===== src/rtl/traffic_light_monitor.sv =====
// -----------------------------------------------------------------------------
// traffic_light_monitor
//
// Purpose:
//   Passive monitor for a two-direction traffic light controller. It registers
//   the six lamp drives, decodes the registered copy into a phase, checks that
//   lamp combinations are legal, checks the order of phase changes, optionally
//   checks green/yellow phase lengths against expected values, and counts
//   completed signal cycles.
//
// Configuration:
//   MON_DUR_CHECK_EN - when defined, the green/yellow duration check drives
//                      o_dur_err. When undefined, o_dur_err is held at 0 and
//                      i_r / i_y are ignored.
//
// Parameters:
//   TOL              - allowed +/- deviation, in clocks, of a green/yellow length
//
// Ports:
//   i_clk            - system clock, rising edge
//   i_rst            - synchronous active-high reset
//   i_lewg/y/r       - east-west green/yellow/red lamp drives
//   i_lsng/y/r       - south-north green/yellow/red lamp drives
//   i_r              - expected green length in clocks
//   i_y              - expected yellow length in clocks
//   i_clr            - clears o_fault_sticky
//   o_phase          - decoded phase (001 EWG, 010 EWY, 011 SNG, 100 SNY,
//                      111 ALLR, 110 ILL)
//   o_phase_timer    - clocks spent in the current phase, saturates at 255
//   o_last_len       - length of the previous phase
//   o_lamp_err       - 1-clock pulse on entry into ILL
//   o_seq_err        - 1-clock pulse on an out-of-order phase change
//   o_dur_err        - 1-clock pulse when a green/yellow length is out of range
//   o_fault_sticky   - OR of all fault pulses since the last clear
//   o_cycles_done    - number of SNY->EWG changes, wraps at 16 bits
//
// State table (the monitored phase is the FSM state):
//   state   | meaning
//   PH_EWG  | east-west green, south-north red
//   PH_EWY  | east-west yellow, south-north red
//   PH_SNG  | south-north green, east-west red
//   PH_SNY  | south-north yellow, east-west red
//   PH_ALLR | both directions red (reset state)
//   PH_ILL  | any other lamp combination
// -----------------------------------------------------------------------------
module traffic_light_monitor #(
  parameter int TOL = 1
) (
  input  logic        i_clk,
  input  logic        i_rst,
  input  logic        i_lewg,
  input  logic        i_lewy,
  input  logic        i_lewr,
  input  logic        i_lsng,
  input  logic        i_lsny,
  input  logic        i_lsnr,
  input  logic [5:0]  i_r,
  input  logic [5:0]  i_y,
  input  logic        i_clr,
  output logic [2:0]  o_phase,
  output logic [7:0]  o_phase_timer,
  output logic [7:0]  o_last_len,
  output logic        o_lamp_err,
  output logic        o_seq_err,
  output logic        o_dur_err,
  output logic        o_fault_sticky,
  output logic [15:0] o_cycles_done
);

  typedef enum logic [2:0] {
    PH_EWG  = 3'b001,
    PH_EWY  = 3'b010,
    PH_SNG  = 3'b011,
    PH_SNY  = 3'b100,
    PH_ILL  = 3'b110,
    PH_ALLR = 3'b111
  } phase_t;

  // Lamp vector order: {EW G, EW Y, EW R, SN G, SN Y, SN R}
  localparam logic [5:0] LAMP_EWG  = 6'b100_001;
  localparam logic [5:0] LAMP_EWY  = 6'b010_001;
  localparam logic [5:0] LAMP_SNG  = 6'b001_100;
  localparam logic [5:0] LAMP_SNY  = 6'b001_010;
  localparam logic [5:0] LAMP_ALLR = 6'b001_001;

  // 10-bit range arithmetic: 6-bit reference plus tolerance can never wrap.
  localparam logic [9:0] TOL_W = 10'(TOL);

  // ---------------------------------------------------------------------------
  // Registers
  // ---------------------------------------------------------------------------
  logic [5:0]  r_lamp;
  phase_t      r_phase;
  logic [7:0]  r_timer;
  logic [7:0]  r_last;
  logic [15:0] r_cycles;
  logic        r_lamp_err;
  logic        r_seq_err;
  logic        r_dur_err;
  logic        r_sticky;

  // ---------------------------------------------------------------------------
  // Combinational signals
  // ---------------------------------------------------------------------------
  logic [5:0]  w_lamp_in;
  phase_t      w_dec;
  logic        w_change;
  logic        w_legal;
  logic        w_seq;
  logic        w_ill;
  logic        w_dur;
  logic [7:0]  w_nxt_timer;
  logic [7:0]  w_nxt_last;
  logic [15:0] w_nxt_cycles;
  logic        w_nxt_sticky;

  assign w_lamp_in = {i_lewg, i_lewy, i_lewr, i_lsng, i_lsny, i_lsnr};

  // Phase decode from the registered lamp copy.
  always_comb begin
    w_dec = PH_ILL;
    case (r_lamp)
      LAMP_EWG:  w_dec = PH_EWG;
      LAMP_EWY:  w_dec = PH_EWY;
      LAMP_SNG:  w_dec = PH_SNG;
      LAMP_SNY:  w_dec = PH_SNY;
      LAMP_ALLR: w_dec = PH_ALLR;
      default:   w_dec = PH_ILL;
    endcase
  end

  assign w_change = (w_dec != r_phase);

  // Order check. Any phase may drop to all-red; otherwise only the single
  // successor in the EWG->EWY->SNG->SNY->EWG ring is allowed.
  always_comb begin
    w_legal = 1'b0;
    if (w_dec == PH_ALLR) begin
      w_legal = 1'b1;
    end else begin
      case (r_phase)
        PH_ALLR: w_legal = (w_dec == PH_EWG);
        PH_EWG:  w_legal = (w_dec == PH_EWY);
        PH_EWY:  w_legal = (w_dec == PH_SNG);
        PH_SNG:  w_legal = (w_dec == PH_SNY);
        PH_SNY:  w_legal = (w_dec == PH_EWG);
        default: w_legal = 1'b0;
      endcase
    end
  end

  // Transitions touching ILL are reported by lamp_err alone.
  assign w_seq = w_change && !w_legal && (r_phase != PH_ILL) && (w_dec != PH_ILL);
  assign w_ill = w_change && (w_dec == PH_ILL);

`ifdef MON_DUR_CHECK_EN
  logic [9:0] w_ref;
  logic [9:0] w_lo;
  logic [9:0] w_hi;
  logic [9:0] w_len;
  logic       w_chk;

  // The length being judged is the old timer value, i.e. the value that
  // becomes last_len on this change.
  always_comb begin
    w_ref = 10'd0;
    w_chk = 1'b0;
    case (r_phase)
      PH_EWG, PH_SNG: begin
        w_ref = {4'd0, i_r};
        w_chk = 1'b1;
      end
      PH_EWY, PH_SNY: begin
        w_ref = {4'd0, i_y};
        w_chk = 1'b1;
      end
      default: begin
        w_ref = 10'd0;
        w_chk = 1'b0;
      end
    endcase
    w_hi  = w_ref + TOL_W;
    // Lower bound floors at zero instead of wrapping.
    w_lo  = (w_ref > TOL_W) ? (w_ref - TOL_W) : 10'd0;
    w_len = {2'd0, r_timer};
    w_dur = w_change && w_chk && (w_ref != 10'd0) && ((w_len < w_lo) || (w_len > w_hi));
  end
`else
  logic w_unused_ry;
  assign w_unused_ry = ^{i_r, i_y, TOL_W};
  assign w_dur       = 1'b0;
`endif

  // ---------------------------------------------------------------------------
  // Next-state / next-output logic
  // ---------------------------------------------------------------------------
  always_comb begin
    w_nxt_timer  = r_timer;
    w_nxt_last   = r_last;
    w_nxt_cycles = r_cycles;
    w_nxt_sticky = r_sticky;

    if (w_change) begin
      w_nxt_last  = r_timer;
      w_nxt_timer = 8'd1;
      if ((r_phase == PH_SNY) && (w_dec == PH_EWG)) begin
        w_nxt_cycles = r_cycles + 16'd1;
      end
    end else if (r_timer != 8'hFF) begin
      w_nxt_timer = r_timer + 8'd1;
    end

    // A fault in the same cycle as clr keeps the sticky flag set.
    if (w_ill || w_seq || w_dur) begin
      w_nxt_sticky = 1'b1;
    end else if (i_clr) begin
      w_nxt_sticky = 1'b0;
    end
  end

  // ---------------------------------------------------------------------------
  // State register
  // ---------------------------------------------------------------------------
  always_ff @(posedge i_clk) begin
    if (i_rst) begin
      r_lamp     <= LAMP_ALLR;
      r_phase    <= PH_ALLR;
      r_timer    <= 8'd0;
      r_last     <= 8'd0;
      r_cycles   <= 16'd0;
      r_lamp_err <= 1'b0;
      r_seq_err  <= 1'b0;
      r_dur_err  <= 1'b0;
      r_sticky   <= 1'b0;
    end else begin
      r_lamp     <= w_lamp_in;
      r_phase    <= w_dec;
      r_timer    <= w_nxt_timer;
      r_last     <= w_nxt_last;
      r_cycles   <= w_nxt_cycles;
      r_lamp_err <= w_ill;
      r_seq_err  <= w_seq;
      r_dur_err  <= w_dur;
      r_sticky   <= w_nxt_sticky;
    end
  end

  assign o_phase        = r_phase;
  assign o_phase_timer  = r_timer;
  assign o_last_len     = r_last;
  assign o_cycles_done  = r_cycles;
  assign o_lamp_err     = r_lamp_err;
  assign o_seq_err      = r_seq_err;
  assign o_dur_err      = r_dur_err;
  assign o_fault_sticky = r_sticky;

endmodule


===== config.mk =====
export PLATFORM = sky130hd
export DESIGN_NAME = traffic_light_monitor
export DESIGN_NICKNAME = d
export VERILOG_FILES = /design/src/rtl/traffic_light_monitor.sv
export SDC_FILE = /design/constraint.sdc
export NUM_CORES = 1
export LEC_CHECK = 0
export ABC_AREA = 1
export ABC_CLOCK_PERIOD_IN_PS = 2200
export BUFFER_PORTS_ARGS = -buffer_cell sky130_fd_sc_hd__buf_2
export CORE_MARGIN = 2
export CORE_UTILIZATION = 42
export DETAILED_ROUTE_END_ITERATION = 8
export PLACE_DENSITY = 0.73
export SYNTH_ARGS = -nofsm -noshare
export SYNTH_HDL_FRONTEND = slang
export SYNTH_SLANG_ARGS = --single-unit
export TNS_END_PERCENT = 20

===== constraint.sdc =====
create_clock -name i_clk -period 2.2 [get_ports i_clk]
set_clock_uncertainty 0.1 [all_clocks]
set_input_delay 0.22 -clock i_clk [delete_from_list [all_inputs] [get_ports i_clk]]
set_output_delay 0.22 -clock i_clk [all_outputs]
set_load 0.03 [all_outputs]

Word level (Yosys, flattened, before mapping)
Index checks and enable logic that the tools add are counted.
{ "totals": {"ff_bits": 44, "out_inout_bits": 39, "elab_cells": 50} }
{ "classes": {"n_addsub": 2, "eq_ne": 20, "muxes": 7, "n_reduce_logical": 12} }
{ "ops": {"columns": ["operator", "n"], "rows": [
  ["6-bit by 4-bit == test with 1-bit output (second input constant)", 3],
  ["16-bit by 1-bit adder with 16-bit output (second input constant)", 1],
  ["3-bit == test (second input constant)", 5],
  ["3-bit one-hot mux with 5 select lines", 1],
  ["3-bit by 2-bit == test with 1-bit output (second input constant)", 4],
  ["8-bit by 1-bit adder with 8-bit output (second input constant)", 1],
  ["8-bit != test (second input constant)", 1],
  ["3-bit by 1-bit == test with 1-bit output (second input constant)", 2],
  ["6-bit by 5-bit == test with 1-bit output (second input constant)", 1],
  ["6-bit == test (second input constant)", 1],
  ["3-bit != test (second input constant)", 2],
  ["1-bit logical AND", 5],
  ["1-bit 2-to-1 mux", 5],
  ["1-bit one-hot mux with 4 select lines", 1],
  ["2-bit nonzero test", 2],
  ["2-bit OR reduction", 2],
  ["3-bit != test", 1],
  ["2-bit AND reduction", 1],
  ["1-bit logical NOT", 1],
  ["1-bit logical OR", 1]
]} }

Depth between registers and ports, before layout
{ "logic_depth": {"word_depth": 11, "depth_mapped": 14, "ltp_nobuf": 13} }

Least setup slack after synthesis
Ideal clock, no wire load.
{ "synth_path": {"kind": "reg2reg", "start": "register r_timer[0] (netlist: o_phase_timer[0])", "end": "register r_timer[5] (netlist: o_phase_timer[5])", "setup_time_ns": 0.116, "t_arrival_ns": 1.633, "required_ns": 1.984, "setup_slack_ns": 0.352, "path_stages_with_launch": 9, "n_path_buf": 0, "path_cell_list": "dfxtp_1 > ha_1 > nand3_1 > nor2_1 > nand3_1 > inv_1 > nor4_1 > xnor2_1 > nor2_1"} }
{ "synth_between": {"elab_chain_cells": 1, "word_cells_on_any_way": 2, "cone_classes": "1 x add/sub; 1 x eq/ne"} }
{ "synth_lines": {"columns": ["element", "line_no", "text"], "rows": [
  ["start: declaration", "94", "logic [7:0] r_timer;"],
  ["start signal: assignment", "238", "r_timer <= w_nxt_timer;"],
  ["8-bit by 1-bit adder with 8-bit output / 8-bit != test (equally long branches)", "210, 209", null]
]} }
Parallel ways exist; a longest one is shown, timed or not.
A chain may end at the register's enable or synchronous reset.

Worst setup path after layout
{ "layout_path": {"start": "register r_lamp[0]", "end": "register r_timer[2] (netlist: o_phase_timer[2])"} }
{ "layout_between": {"elab_chain_cells": 4, "word_cells_on_any_way": 8, "cone_classes": "6 x eq/ne; 1 x mux; 1 x reduce/logical"} }
{ "layout_lines": {"columns": ["element", "line_no", "text"], "rows": [
  ["start: declaration", "92", "logic [5:0] r_lamp;"],
  ["start signal: assignment", "236", "r_lamp <= w_lamp_in;"],
  ["6-bit by 4-bit == test with 1-bit output, or another cell as far along", "122", "case (r_lamp)"],
  ["3-bit one-hot mux with 5 select lines (*)", "122", null],
  ["3-bit != test (*)", "132", "assign w_change = (w_dec != r_phase);"],
  ["2-bit OR reduction (no source line) (*)", null, null]
]} }
Mark *: on every way between the ends. The rest lies on a longest branch, timed or not.

==> results by group <==
Worst setup path
  – R2R Setup Slk: 0.31 ns
  – Crit path DAT: 2.01 ns
  – CP Capture Type: register
  – CP max FO: 18
  – Setup crit start kind: register
  – Req. time, crit path: 2.32 ns
  – Setup Crit Path Kind: register to register

Floorplanning
  – I/O pins: 60
  – Starting Density: 0.439
  – Rows: 25
  – Die area: 5590 µm²
  – Die width: 74.7 µm
  – Vert. Die Dim: 74.7 µm
  – Core area: 4790 µm²

Detailed routing
  – WL/cell: 10.2 µm
  – Vias post-DR: 1912
  – Vias per cell: 4.66
  – 1st-iter DRT viols: 93
  – WL final: 4.18 mm
  – First-pass iteration count of the detailed router: 5
  – Post-route ant nets: 0
  – DRC viols: 0

Finish
  – Final #Nets: 368
  – Fill cells: 473
  – Share of cells above drive strength 1: 0.216
  – Synth-to-Final Area Change: 17.6%
  – # diodes: 0

Synth
  – Post-Syn Area per Cell: 7.13 µm²
  – Mapped Area: 2100 µm²
  – Post-Syn Nets: 318
  – Post-Syn Instances: 295
  – Seq cells post-synth: 44
  – Synth cell types: 32
  – Post-synth EDFFs: 0
  – Seq/Total Area, Yosys: 0.419
  – Yosys warns: 0
  – Top_reg_cell synth: dfxtp_1
  – Fraction of registers with async set/reset: 0

STA
  – Hold Fails Final Rpt: 0
  – Final worst setup slack: 0.308 ns
  – Setup TNS: 0 ns
  – Final setup vio count: 0
  – Tcrit/Tclk final: 0.860
  – Max Clk Rate: 528 MHz
  – Crit path time final: 1.89 ns
  – RSZ-0062 raised after global routing: no
  – Slew Viols, Final: 0

GRT
  – GRT Residual Overflow: 0
  – Total GRT Usage: 0.165
  – Number of global-route vias before repair: 1695
  – Antenna violations before repair: 0
  – Largest net degree at the start of global routing: 19
  – Global-route wire length before repair: 7.12 mm

Pwr
  – Total design power: 1610 µW
  – Leakage: 0.00121 µW
  – Worst vdd ir: 365 µV
  – PwrDens: 650 nW/µm²

Placed design
  – Final GP Congestion: 0.825
  – Port Buffers: 46
  – Worst slack, placed: 0.328 ns
  – HPWL after DPL: 3.16 mm

Clocking
  – CTS H-tree lvls: 2
  – Clk Latency, worst-skew pair: 0.29 ns
  – Clock root buffer master: clkbuf_8
  – CTS tree: yes
  – Clock slew at reported path FFs: 0.08 ns
  – Num CTS Buffers: 5
  – Post CTS Setup Buffer Count: 0
  – Num Clock Sinks: 44
  – CTS Buffer Depth: 2

Run
  – Max-cap violations: 0

Status
  – Outcome: complete, no violations

Min path
  – Hold Crit Class: primary input to register
-- layout by cell type, fill, tap and decap left out, types with 3 or more instances in the layout --
cell type	netlist	layout
nand2_1	54	54
nor2_1	48	48
buf_2	0	46
dfxtp_1	44	44
inv_1	43	43
nand3_1	20	20
a21oi_1	19	19
o21ai_0	11	11
nand4_1	6	6
nand2_2	5	5
clkbuf_8	0	5
inv_2	4	4
nand3_2	4	4
xor2_1	4	4
nor2_4	3	3
nor3_1	3	3
xnor2_1	3	3
-- path summary, 6_finish.rpt --
kind	from	cells past startpoint	endpoint
worst max-delay path	r_lamp[0]$_SDFF_PP1_	10	o_phase_timer[2]$_SDFFE_PP0P_
worst min-delay path	i_lewr	2	r_lamp[3]$_SDFF_PP1_
worst max register to register	r_lamp[0]$_SDFF_PP1_	10	o_phase_timer[2]$_SDFFE_PP0P_
worst min register to register	o_cycles_done[14]$_SDFFE_PP0P_	2	o_cycles_done[14]$_SDFFE_PP0P_
-- per-stage QoR --
step | instances | area (µm²) | hold slack (ns) | util
after floorplan | 295 | 2100 | 0.224 | -
final | 410 | 2470 | 0.0136 | 0.517
after detailed placement | 404 | 2390 | 0.312 | 0.500
after global routing | 410 | 2470 | 0.00152 | 0.517
after global placement | 404 | 2390 | 0.304 | 0.500
after CTS | 409 | 2460 | 0.00302 | 0.515
-- flip-flops by register name (all words and copies together), names as in the netlist --
signal / cells
o_phase_timer: 8
o_fault_sticky: 1
o_lamp_err: 1
o_phase: 3
o_cycles_done: 16
o_seq_err: 1
o_last_len: 8
r_lamp: 6
-- power breakdown --
part / total [µW] / switching [µW] / internal (µW)
Combinational: 298 / 204 / 93.1
Sequential: 861 / 26.5 / 834
Clock: 449 / 244 / 205
-- cells by family after synthesis --
| kind of cell | synth area share |
|---|---|
| fa+ha+maj | 0.0119 |
| flops | 0.419 |
| buf+inv | 0.0982 |
| other cells | 0.00178 |
| xor+xnor | 0.0292 |
| simple gates | 0.359 |
| compound gates | 0.0809 |
-- worst max-delay path, cell delays in order (launching register included) --
cell and delay (ns):
dfxtp_1 0.38, inv_2 0.07, nor2_4 0.12, nand3_2 0.15, nand2_4 0.15, nand3_2 0.09, nand2_1 0.10, nand3_2 0.12
nor2_8 0.25, nand2_2 0.15, a21oi_1 0.14
-- cell type report --
| class | instances | area (µm²) | share of cell area |
|---|---|---|---|
| Clock buffer | 5 | 68.8 | 0.0278 |
| Multi-Input combinational cell | 199 | 1010 | 0.410 |
| Timing Repair Buffer | 48 | 248 | 0.100 |
| Inverter | 47 | 176 | 0.0714 |
| Sequential cell | 44 | 881 | 0.356 |
| Tap cell | 67 | 83.8 | 0.0339 |
-- layer usage --
metal  up-vias  track usage  routed length, µm
met4         0       0.0655                 74
li1       1021            -                  -
met1       849        0.199               1900
met2        37        0.282               2050
met5         -            0                  0
met3         5       0.0428                154
-- synthesized netlist by cell type (all sizes together), types with 2 or more instances --
cell type / number / area [µm²]
a21oi: 19 / 95.1
buf: 2 / 18.8
clkbuf: 3 / 11.3
dfxtp: 44 / 881
ha: 2 / 25.0
inv: 47 / 176
nand2: 60 / 245
nand3: 24 / 140
nand4: 6 / 37.5
nor2: 52 / 234
nor3: 4 / 25.0
nor3b: 2 / 15.0
nor4: 3 / 25.0
o21a: 2 / 15.0
o21ai: 12 / 60.1
or2: 3 / 18.8
xnor2: 3 / 26.3
xor2: 4 / 35.0
-- timing repair --
item                      CTS  global route
hold endpoints to repair    0             1
hold buffers                0             1
resized for setup           0             0
No activity file was read; power rests on OpenSTA's default activity.
